**src/rtl/index_scatter_vector_pkg.sv**
```systemverilog
// Shared types and helpers for the indexed scatter-to-vector assembler.
package index_scatter_vector_pkg;

  localparam int unsigned ELEM_BITS = 16;
  localparam int unsigned MAX_N     = 64;

  typedef logic [ELEM_BITS-1:0] elem_t;

  typedef enum logic {
    FILL = 1'b0,
    HOLD = 1'b1
  } scatter_state_e;

  // True when the low n bits of mask are all set.
  function automatic logic all_ones(input logic [MAX_N-1:0] mask, input int unsigned n);
    logic r;
    r = 1'b1;
    for (int unsigned i = 0; i < MAX_N; i++) begin
      if (i < n && !mask[i]) r = 1'b0;
    end
    return r;
  endfunction

endpackage

```
**src/rtl/index_scatter_vector_mask_tracker.sv**
```systemverilog
// Tracks which vector positions were written this frame, repeat writes, and frame completion.
module scatter_mask_tracker
  import index_scatter_vector_pkg::*;
#(
  parameter int unsigned N          = 3,
  parameter int unsigned INDEX_BITS = 4
) (
  input  logic                  clk,
  input  logic                  rst,
  input  logic                  wr_en,
  input  logic [INDEX_BITS-1:0] wr_idx,
  input  logic                  clear,
  output logic [N-1:0]          mask,
  output logic                  dup,
  output logic                  full_c
);

  logic [N-1:0] r_mask;
  logic         r_dup;
  logic [N-1:0] w_mask_nxt;
  logic         w_hit_dup;

  always_comb begin
    w_mask_nxt = r_mask;
    w_hit_dup  = 1'b0;
    for (int i = 0; i < int'(N); i++) begin
      if (wr_en && wr_idx == INDEX_BITS'(i)) begin
        w_hit_dup     = r_mask[i];
        w_mask_nxt[i] = 1'b1;
      end
    end
  end

  // Completion is judged on the mask as it will look after this write.
  assign full_c = wr_en && all_ones(MAX_N'(w_mask_nxt), N);

  always_ff @(posedge clk) begin
    if (rst || clear) begin
      r_mask <= '0;
      r_dup  <= 1'b0;
    end else begin
      r_mask <= w_mask_nxt;
      if (w_hit_dup) r_dup <= 1'b1;
    end
  end

  assign mask = r_mask;
  assign dup  = r_dup;

endmodule

```
**src/rtl/index_scatter_vector.sv**
```systemverilog
// Assembles (index, value) write beats into an N-element vector and presents it with a written-mask.
module index_scatter_vector
  import index_scatter_vector_pkg::scatter_state_e;
#(
  parameter int unsigned    BITS       = 16,
  parameter int unsigned    INDEX_BITS = 4,
  parameter int unsigned    N          = 3,
  parameter logic [BITS-1:0] FILL      = '0
) (
  input  logic                  clk,
  input  logic                  rst,
  input  logic                  in_valid,
  output logic                  in_ready,
  input  logic                  in_last,
  input  logic [INDEX_BITS-1:0] index,
  input  logic [BITS-1:0]       a,
  output logic                  out_valid,
  input  logic                  out_ready,
  output logic [BITS-1:0]       vector_c [N],
  output logic [N-1:0]          mask,
  output logic                  dup,
  output logic                  err
);

  scatter_state_e  r_state;
  scatter_state_e  w_state_nxt;
  logic [BITS-1:0] r_vec [N];
  logic            r_err;
  logic            w_accept;
  logic            w_idx_ok;
  logic            w_wr_en;
  logic            w_clear;
  logic            w_full_c;

  assign in_ready  = (r_state == index_scatter_vector_pkg::FILL);
  assign out_valid = (r_state == index_scatter_vector_pkg::HOLD);
  assign w_accept  = in_valid && in_ready;
  assign w_idx_ok  = 32'(index) < N;
  assign w_wr_en   = w_accept && w_idx_ok;
  assign w_clear   = out_valid && out_ready;

  scatter_mask_tracker #(
    .N          (N),
    .INDEX_BITS (INDEX_BITS)
  ) u_tracker (
    .clk    (clk),
    .rst    (rst),
    .wr_en  (w_wr_en),
    .wr_idx (index),
    .clear  (w_clear),
    .mask   (mask),
    .dup    (dup),
    .full_c (w_full_c)
  );

  always_ff @(posedge clk) begin
    if (rst) r_state <= index_scatter_vector_pkg::FILL;
    else     r_state <= w_state_nxt;
  end

  // A frame closes on the beat that fills the last position or carries in_last.
  always_comb begin
    w_state_nxt = r_state;
    case (r_state)
      index_scatter_vector_pkg::FILL:
        if (w_accept && (w_full_c || in_last)) w_state_nxt = index_scatter_vector_pkg::HOLD;
      index_scatter_vector_pkg::HOLD:
        if (out_ready) w_state_nxt = index_scatter_vector_pkg::FILL;
      default: w_state_nxt = index_scatter_vector_pkg::FILL;
    endcase
  end

  always_ff @(posedge clk) begin
    if (rst || w_clear) begin
      for (int i = 0; i < int'(N); i++) r_vec[i] <= FILL;
    end else if (w_wr_en) begin
      for (int i = 0; i < int'(N); i++) begin
        if (index == INDEX_BITS'(i)) r_vec[i] <= a;
      end
    end
  end

  // Out-of-range index flags a single-cycle error; the beat is otherwise dropped.
  always_ff @(posedge clk) begin
    if (rst) r_err <= 1'b0;
    else     r_err <= w_accept && !w_idx_ok;
  end

  assign vector_c = r_vec;
  assign err      = r_err;

endmodule

```
**config.mk**
```make
export PLATFORM = sky130hd
export DESIGN_NAME = index_scatter_vector
export DESIGN_NICKNAME = d
export VERILOG_FILES = /design/src/rtl/index_scatter_vector_pkg.sv /design/src/rtl/index_scatter_vector_mask_tracker.sv /design/src/rtl/index_scatter_vector.sv
export SDC_FILE = /design/constraint.sdc
export NUM_CORES = 1
export LEC_CHECK = 0
export CAP_MARGIN = 10
export CORE_AREA = 3 3 72 74
export CTS_CLUSTER_SIZE = 14
export DETAILED_ROUTE_END_ITERATION = 10
export DIE_AREA = 0 0 75 77
export GPL_TIMING_DRIVEN = 1
export PLACE_DENSITY = 0.82
export REMOVE_ABC_BUFFERS = 1
export SKIP_LAST_GASP = 1
export SYNTH_ARGS = -nofsm -noshare
export SYNTH_HDL_FRONTEND = slang
export SYNTH_HIERARCHICAL = 1
export SYNTH_SLANG_ARGS = --single-unit
```
**constraint.sdc**
```tcl
create_clock -name clk -period 3.2 [get_ports clk]
set_input_delay 0.64 -clock clk [delete_from_list [all_inputs] [get_ports clk]]
set_output_delay 0.64 -clock clk [all_outputs]
set_load 0.03 [all_outputs]
```
==> flow_summary.yaml <==
sta:
  hold_viol_final: 0
  slew_viol_final: 0
  fmax_ghz: 0.416
  fin_crit_ps: 2410
  setup_ws_ps: 793
  tightest_slew_ps: 354
  worst_slew_margin_rel_pct: 76.3
  setup_violations: 0
  clock_skew_ps: 2.47
  period_share_pct: 75.2
  hold_ws_ps: 460
  rsz0062_at_grt: "no"
layout:
  n_antenna_cell: 0
  nets: 312
  synthToLayoutAreaGrowth_pct: 43.7
  drive_above_1_share_pct: 8.33
  final_core_util_pct: 65.3
  layout.cells.non_filler: 342
  multiInputGateArea_um2: 965
  fill_cells: 401
  final-seq-area_um2: 1080
setup_path:
  start_kind: "input port"
  worstSetupEndpointType: "register"
  critPathArrivalTime_ps: 2630
  crit_fanout: 9
  path_class: "in2reg"
  critical_path.startpoint: "index[0]"
  rr_worst_depth: 4
  critPathRequiredTime_ps: 3420
  timing.rr.end: "vector_c[33]$_SDFFE_PP0P_"
  r2r_start: "out_valid$_SDFF_PP0_"
  rrSetupSlack_ps: 1400
hold_path:
  worstHoldStart: "vector_c[2]$_SDFFE_PP0P_"
  holdPathStages: 2
  hold_path_end: "vector_c[2]$_SDFFE_PP0P_"
  min_path_type: "reg2reg"
pwr:
  power.density_nw_per_um2: 393
  p_seq_share_pct: 57.3
  switchingPower_w: 0.000298
  power_w: 0.00119
  swShare_pct: 24.9
  p_leak_nw: 1.14
  power.share.combinational_pct: 10.6
  p_clk_share_pct: 32.0
  ir_worst_vdd_mv: 0.278
  internal-power_w: 0.000897
detailed_routing:
  vias: 1689
  drt_iter0_markers: 46
  ant_nets: 0
  dr.pass1.iters: 4
  drt-total-wl_um: 4640
  routed_via_density: 4.94
  wl_per_cell_um: 13.6
  drcViolationCount: 0
logic_synthesis:
  netlist-cell-type-count: 28
  synth_edf_count: 0
  synthCells: 209
  yosysMostFrequentCell: "nand2_1"
  synthesis.area_um2: 2120
  synth_top_area_share_pct: 51.1
  synth_top_area_cell: "dfxtp_1"
  postSynthAreaPerCell_um2: 10.1
  synth_area_leaders: "dfxtp_1 (51%), mux2i_1 (23%), nand2_1 (12%), nor4b_4 (1.1%), buf_4 (1.1%)"
  seq_area_frac_synth_pct: 51.1
  async_reset_ff_share_pct: 0
  ys_warn_count: 6
  synth_common_cells: "nand2_1 (65), dfxtp_1 (54), mux2i_1 (48)"
  synthFlopType: "dfxtp_1"
  synth-seq-cells: 54
clocking:
  cts_made_buffers: 5
  cts_tree: "yes"
  worstSkewPairLatency_ps: 300
  cts_setup_buffers: 0
  cts.clk_slew.worst_paths_ps: 100
  hold_buffers: 0
  clockBufferDepth: 2
  cts_resized: 0
  cts-root-buf: "clkbuf_8"
  cts_max_level: 2
  clock-sinks: 54
die:
  num_io_pins: 80
  die_h_um: 77
  core-area_um2: 4660
  die-area_um2: 5780
  std_cell_rows: 25
  die_w_um: 75
  start_util_pct: 45.4
run:
  cap_violations: 0
global_route:
  grt_max_degree: 37
  antenna_found_initial: 0
  globalRouteTotalUtil_pct: 16.6
  overflow: 0
  grt_pass1_vias: 1625
  grt_pass1_wl_um: 7600
placed_design:
  place_ws_ps: 530
  post-dp-hpwl_um: 3350
  place_inst: 334
  gp_congestion: 0.881
  io_buffer_count: 79
run_status:
  status: "completed"
-- area by class of cell --
class | count | area share (%)
clock buffers | 5 | 2.26
clock inverters | 3 | 0.822
inverters | 2 | 0.247
multi-input cells | 140 | 31.7
flip-flops and latches | 54 | 35.5
well taps | 54 | 2.22
repair buffers | 84 | 27.2
-- stage by stage --
| stage | TNS [ps] | area (um^2) |
|---|---|---|
| 2_1_floorplan | -13340 | 2030 |
| 3_3_place_gp | 0 | 2950 |
| 3_5_place_dp | 0 | 2950 |
| 4_1_cts | 0 | 3040 |
| 5_1_grt | 0 | 3040 |
| 6_report | 0 | 3040 |
-- how the worst max path moves through the flow --
stage	end	slack, ps	cells past startpoint
floorplan	vector_c[0]$_SDFFE_PP0P_	-280	3
global placement	out_valid$_SDFF_PP0_	610	8
detailed placement	out_valid$_SDFF_PP0_	530	8
CTS	out_valid$_SDFF_PP0_	810	8
global route	out_valid$_SDFF_PP0_	590	8
finish	out_valid$_SDFF_PP0_	790	8
-- worst max-delay path: stages --
cell and delay [ps]:
clkdlybuf4s50_1 560, a211oi_1 320, and3_1 240, nor3b_1 280, a21oi_1 150, nor3b_2 170
o21ai_0 80, a21boi_0 190
-- power groups by stage --
stage	sequential, W	clock (W)	combinational (W)
finish	0.000685	0.000383	0.000127
global route	0.000686	0.000416	0.000137
CTS	0.000685	0.000397	0.000128
detailed placement	0.000701	0	0.000127
global placement	0.000701	0	0.000126
floorplan	0.000716	0	0.0000436
-- cells in the final DEF (no fill, tap or decap), drive strengths merged --
master,count
clkdlybuf4s50,79
nand2,65
dfxtp,54
mux2i,48
clkbuf,5
buf,5
a21oi,5
nor3,4
nor3b,4
inv,3
mux2,2
a211oi,2
and2,1
and3,1
or4b,1
or3,1
o21ai,1
a21boi,1
clkinv,1
clkinvlp,1
nor4b,1
a22oi,1
nor2b,1
nand3,1
-- registers in the layout, summed over array words and instances (netlist names) --
signal          cells
u_tracker/mask      3
err                 1
vector_c           48
out_valid           1
u_tracker/dup       1
-- cell families after synthesis --
| kind of cell | Yosys count | share of synthesized area (%) |
|---|---|---|
| buffers and inverters | 15 | 4.37 |
| flip-flops | 54 | 51.1 |
| AO/OA/AOI/OAI | 10 | 3.49 |
| AND/OR/NAND/NOR | 80 | 17.3 |
| multiplexers | 50 | 23.8 |
-- per-layer routing --
metal  track usage, %  wire, um
met1             20.9      2110
met2             28.1      2270
met3             4.06       227
met4             3.74        25
met5                0         0
Note: power is estimated with default switching activity, not from simulation.
